[config.mk]
export PLATFORM = sky130hd
export DESIGN_NAME = sram_arbiter
export DESIGN_NICKNAME = d
export VERILOG_FILES = /design/src/rtl/sram_arbiter.sv
export SDC_FILE = /design/constraint.sdc
export NUM_CORES = 1
export LEC_CHECK = 0
export BUFFER_PORTS_ARGS = -buffer_cell sky130_fd_sc_hd__clkbuf_2
export CELL_PAD_IN_SITES_DETAIL_PLACEMENT = 1
export CELL_PAD_IN_SITES_GLOBAL_PLACEMENT = 2
export CORE_ASPECT_RATIO = 0.7
export CORE_MARGIN = 10
export CORE_UTILIZATION = 28
export DETAILED_ROUTE_END_ITERATION = 8
export HOLD_SLACK_MARGIN = 0.15
export MAX_ROUTING_LAYER = met4
export PLACE_DENSITY = 0.91
export SKIP_LAST_GASP = 1
export SLEW_MARGIN = 10
export SYNTH_ARGS = -nofsm -noshare
export SYNTH_HDL_FRONTEND = slang
export SYNTH_SLANG_ARGS = --single-unit
[constraint.sdc]
create_clock -name clk -period 2.4 [get_ports clk]
set_input_delay 0.6 -clock clk [delete_from_list [all_inputs] [get_ports clk]]
set_output_delay 0.6 -clock clk [all_outputs]
set_load 0.02 [all_outputs]
[src/rtl/sram_arbiter.sv]
// sram_arbiter: shares the single-port 64x8 data SRAM between the core port and the
// host/debug loader port.
// Grants are combinational; the winning command is registered onto the SRAM pins.
// Read data returns to the owning port three enabled cycles after accept.
// A bounded wait counter forces the host to win after HOST_MAX_WAIT refusals.
// Optional feature macro: SRAM_ARB_HOST_WP_EN. It write-protects host writes at or
// above WP_BASE and reports each blocked write on host_wp_err.
module sram_arbiter #(
  parameter int unsigned ADDR_W        = 6,
  parameter int unsigned DATA_W        = 8,
  parameter int unsigned HOST_MAX_WAIT = 4
`ifdef SRAM_ARB_HOST_WP_EN
  ,
  parameter logic [ADDR_W-1:0] WP_BASE = ADDR_W'(6'h30)
`endif
) (
  input  logic              clk,
  input  logic              srst,
  input  logic              clk_valid,
  input  logic              core_req,
  input  logic              core_we,
  input  logic [ADDR_W-1:0] core_addr,
  input  logic [DATA_W-1:0] core_wdata,
  output logic              core_gnt,
  output logic [DATA_W-1:0] core_rdata,
  output logic              core_rvalid,
  input  logic              host_req,
  input  logic              host_we,
  input  logic [ADDR_W-1:0] host_addr,
  input  logic [DATA_W-1:0] host_wdata,
  output logic              host_gnt,
  output logic [DATA_W-1:0] host_rdata,
  output logic              host_rvalid,
  output logic              sram_write_en,
  output logic [ADDR_W-1:0] sram_addr,
  output logic [DATA_W-1:0] sram_data_out,
  input  logic [DATA_W-1:0] sram_data_in
`ifdef SRAM_ARB_HOST_WP_EN
  ,
  output logic              host_wp_err
`endif
);

  typedef enum logic {OwnCore, OwnHost} owner_e;

  logic [3:0]        host_wait_q, host_wait_d;
  logic              host_at_limit;
  logic              host_win;
  logic              accept;
  logic              sel_we;
  logic [ADDR_W-1:0] sel_addr;
  logic [DATA_W-1:0] sel_wdata;
  logic              wp_block;

  // Read tag in the issue stage (SRAM pins driven) and in the return stage (data on bus).
  logic   iss_rd_q, ret_rd_q;
  owner_e iss_owner_q, ret_owner_q;

  // Arbitration: core by default, host when core is idle or the host has waited too long.
  always_comb begin
    host_at_limit = (host_wait_q == 4'(HOST_MAX_WAIT));
    host_win      = host_req && (!core_req || host_at_limit);
    host_gnt      = clk_valid && !srst && host_win;
    core_gnt      = clk_valid && !srst && core_req && !host_win;
    accept        = core_gnt || host_gnt;
    sel_we        = host_gnt ? host_we    : core_we;
    sel_addr      = host_gnt ? host_addr  : core_addr;
    sel_wdata     = host_gnt ? host_wdata : core_wdata;
`ifdef SRAM_ARB_HOST_WP_EN
    wp_block      = host_gnt && host_we && (host_addr >= WP_BASE);
`else
    wp_block      = 1'b0;
`endif
  end

  // Next host wait count: grows while refused, saturates at the limit, clears otherwise.
  always_comb begin
    host_wait_d = 4'd0;
    if (host_req && !host_gnt) begin
      host_wait_d = host_at_limit ? host_wait_q : host_wait_q + 4'd1;
    end
  end

  // Host starvation counter.
  always_ff @(posedge clk) begin
    if (srst) begin
      host_wait_q <= 4'd0;
    end else if (clk_valid) begin
      host_wait_q <= host_wait_d;
    end
  end

  // Issue stage: register the accepted command onto the SRAM pins and tag reads.
  always_ff @(posedge clk) begin
    if (srst) begin
      sram_write_en <= 1'b0;
      sram_addr     <= '0;
      sram_data_out <= '0;
      iss_rd_q      <= 1'b0;
      iss_owner_q   <= OwnCore;
    end else if (clk_valid) begin
      sram_write_en <= accept && sel_we && !wp_block;
      iss_rd_q      <= accept && !sel_we;
      iss_owner_q   <= host_gnt ? OwnHost : OwnCore;
      // Address and data hold when idle to avoid needless pin toggling.
      if (accept) begin
        sram_addr     <= sel_addr;
        sram_data_out <= sel_wdata;
      end
    end
  end

`ifdef SRAM_ARB_HOST_WP_EN
  // Protection error pulse, aligned with the cycle the write would have been issued.
  always_ff @(posedge clk) begin
    if (srst) begin
      host_wp_err <= 1'b0;
    end else if (clk_valid) begin
      host_wp_err <= wp_block;
    end
  end
`endif

  // Return stage: the SRAM drives read data during this stage.
  always_ff @(posedge clk) begin
    if (srst) begin
      ret_rd_q    <= 1'b0;
      ret_owner_q <= OwnCore;
    end else if (clk_valid) begin
      ret_rd_q    <= iss_rd_q;
      ret_owner_q <= iss_owner_q;
    end
  end

  // Capture read data for the owning port and pulse its rvalid for one enabled cycle.
  always_ff @(posedge clk) begin
    if (srst) begin
      core_rdata  <= '0;
      core_rvalid <= 1'b0;
      host_rdata  <= '0;
      host_rvalid <= 1'b0;
    end else if (clk_valid) begin
      core_rvalid <= ret_rd_q && (ret_owner_q == OwnCore);
      host_rvalid <= ret_rd_q && (ret_owner_q == OwnHost);
      if (ret_rd_q && (ret_owner_q == OwnCore)) begin
        core_rdata <= sram_data_in;
      end
      if (ret_rd_q && (ret_owner_q == OwnHost)) begin
        host_rdata <= sram_data_in;
      end
    end
  end

endmodule

==> results.ini <==
[outcome]
status=finished, final reports clean

[sta]
fin_ws_ns=0.127
hold_ws_ns=0.457
fmax_mhz=440
min_period_over_period=0.947
grt_setup_unrepaired=no
slew_violations=0
fin_crit_ns=2.27
skew_ns=0.0147
max-slew-margin-rel=0.607
tightest_slew_ns=0.589
finalSetupViolCount=0
finalHoldViolCount=0
setup_tns_ns=0

[final_layout]
fin_util=0.377
drive_gt1_frac=0.343
syn_to_final_growth_pct=31.9
antenna_cells=0
fin_nets=312

[clock_tree]
clock_latency_ns=0.30
cts_tree=yes
htreeDepth=2
clock-root-buffer=clkbuf_8
cts_hold_buf=0
cts_sinks=41
clkSlewWorstSetupHoldPaths_ns=0.09
ctsResizeCount=0
cts.path.max_buffers=2
cts_buffers=5
post_cts_buffers=0

[drt]
met3_length_um=341
route.detailed.drc=0
wl_met1_um=2350
drtIter0Drc=47
vias_per_cell=4.67
num_vias=1615
route.met2.wl_um=2700
top_layer_used=met4
first_pass_iters=4
wl_per_cell_um=15.9
ant_nets=0
drt_wl_total_um=5490

[synth]
synth_seq_cells=41
synth_fp_nets=238
avgSynthCellArea_um2=9.11
synth_top_area_cell=dfxtp_1
yosysWarnings=0
ys_types=36
syn_inst=193
synth-main-ff-cell=dfxtp_1
synth.top_cell.area_share=0.467
yosysSeqAreaShare=0.467
synth_area_leaders=dfxtp_1, o221a_1, a21oi_1, mux2i_1, nand2_1
synth_edf_count=0
netlist_area_mm2=0.00176
async_flop_share=0
synthTopCellsByCount=dfxtp_1, a21oi_1, nand2_1
synth.most_common_cell=dfxtp_1

[critical_path]
slowest_delay_ns=0.39
critical_path_peak_fanout=4
crit_path_start_kind=register
criticalPathCategory=register to output port
slowest_stage=dfxtp_1
cp_cell_sequence=inv_1 -> ha_1 -> nor2b_1 -> a311oi_2 -> clkbuf_2
crit_arrival_ns=1.67
cp-end-kind=output port
required_ns=1.80

[global_route]
grt_start_max_net_pins=24
grt_pass1_vias=1677
antenna_found_initial=0
grt_pass1_wl_um=8740
track_usage=0.112
grt-ovfl-total=0

[die]
io_pins=78
die_h_um=86.3
core_mm2=0.00616
start_util=0.286
dieWidth_um=115
die_area_mm2=0.00990
rows=24

[job]
drv_cap=0

[placed_design]
numPortBuffers=77
place_hpwl_um=4340
dp_worst_setup_slack_ns=0.284
globalplace.congestion=0.801

[power_and_ir_drop]
ir_worst_vdd_v=0.000189
power.leakage_nw=1.10
power.density_mw_per_mm2=647

[hold_path]
hold_path_class=register to register

## critical path, delay by kind of cell, from the launching register on
kind,cells,cell delay (ns)
flip-flops,1,0.39
AO/OA/AOI/OAI,1,0.30
buffers and inverters,2,0.29
adder cells (fa/ha/maj),1,0.23
AND/OR/NAND/NOR,1,0.16
## area by class of cell
| class | count | area [um^2] |
|---|---|---|
| fill | 751 | 3840 |
| sequential | 41 | 821 |
| multi-input combinational | 119 | 801 |
| timing repair buffer | 80 | 408 |
| tap | 78 | 97.6 |
| clock buffer | 7 | 86.3 |
| inverter | 20 | 75.1 |
| clock inverter | 1 | 30.0 |
## flip-flops by register name (all words and copies together), names as in the netlist
name           count
core_rdata         8
host_rvalid        1
iss_owner_q        1
sram_addr          6
core_rvalid        1
iss_rd_q           1
sram_write_en      1
sram_data_out      8
host_wait_q        4
host_rdata         8
ret_owner_q        1
ret_rd_q           1
## final timing paths
kind | from | endpoint | slack [ns] | cells past startpoint
setup / recovery | host_wait_q[0] | core_gnt | 0.13 | 5
hold / removal | host_rdata[3] | host_rdata[3] | 0.46 | 2
hold reg to reg | host_rdata[3] | host_rdata[3] | 0.46 | 2
setup reg to reg | host_wait_q[0] | sram_data_out[0] | 0.72 | 5
## routing by layer
metal,vias to the layer above,global-route usage
met5,-,-
met4,0,0.0437
met3,7,0.0324
met2,39,0.182
met1,747,0.127
li1,822,-
## stage by stage
stage	instances	instance area, um^2	total power (W)
final	346	2320	0.00150
after CTS	346	2310	0.00152
after floorplan	193	1760	0.000849
after detailed placement	338	2200	0.000934
after global routing	346	2320	0.00158
after global placement	338	2200	0.000929
## power breakdown
group,switching [W],total [W],internal (W)
registers,0.0000145,0.000720,0.000706
clock network,0.000244,0.000584,0.000339
logic,0.000115,0.000197,0.0000812
total,0.000374,0.00150,0.00113
## logic make-up (layout without fill, tap and decap cells)
family,after synthesis,count (layout),share of synthesized area
AND/OR/NAND/NOR,52,52,0.145
multiplexers,11,11,0.0626
adder cells (fa/ha/maj),2,2,0.0142
flip-flops,41,41,0.467
AO/OA/AOI/OAI,54,54,0.230
buffers and inverters,33,108,0.0811
## layout by cell type, fill, tap and decap left out, types with 2 or more instances in the layout
cell type | synthesis | routed
clkbuf_2 | 0 | 77
dfxtp_1 | 41 | 41
a21oi_1 | 26 | 26
nand2_1 | 21 | 21
inv_1 | 20 | 20
o221a_1 | 14 | 14
nor2_1 | 13 | 13
mux2i_1 | 11 | 11
clkbuf_8 | 0 | 6
nand2b_1 | 4 | 4
buf_4 | 1 | 3
nand3b_1 | 2 | 2
and3_1 | 2 | 2
o22ai_1 | 2 | 2
a31oi_1 | 2 | 2
o32ai_1 | 2 | 2
ha_1 | 2 | 2
Note: power is estimated with default switching activity, not from simulation.
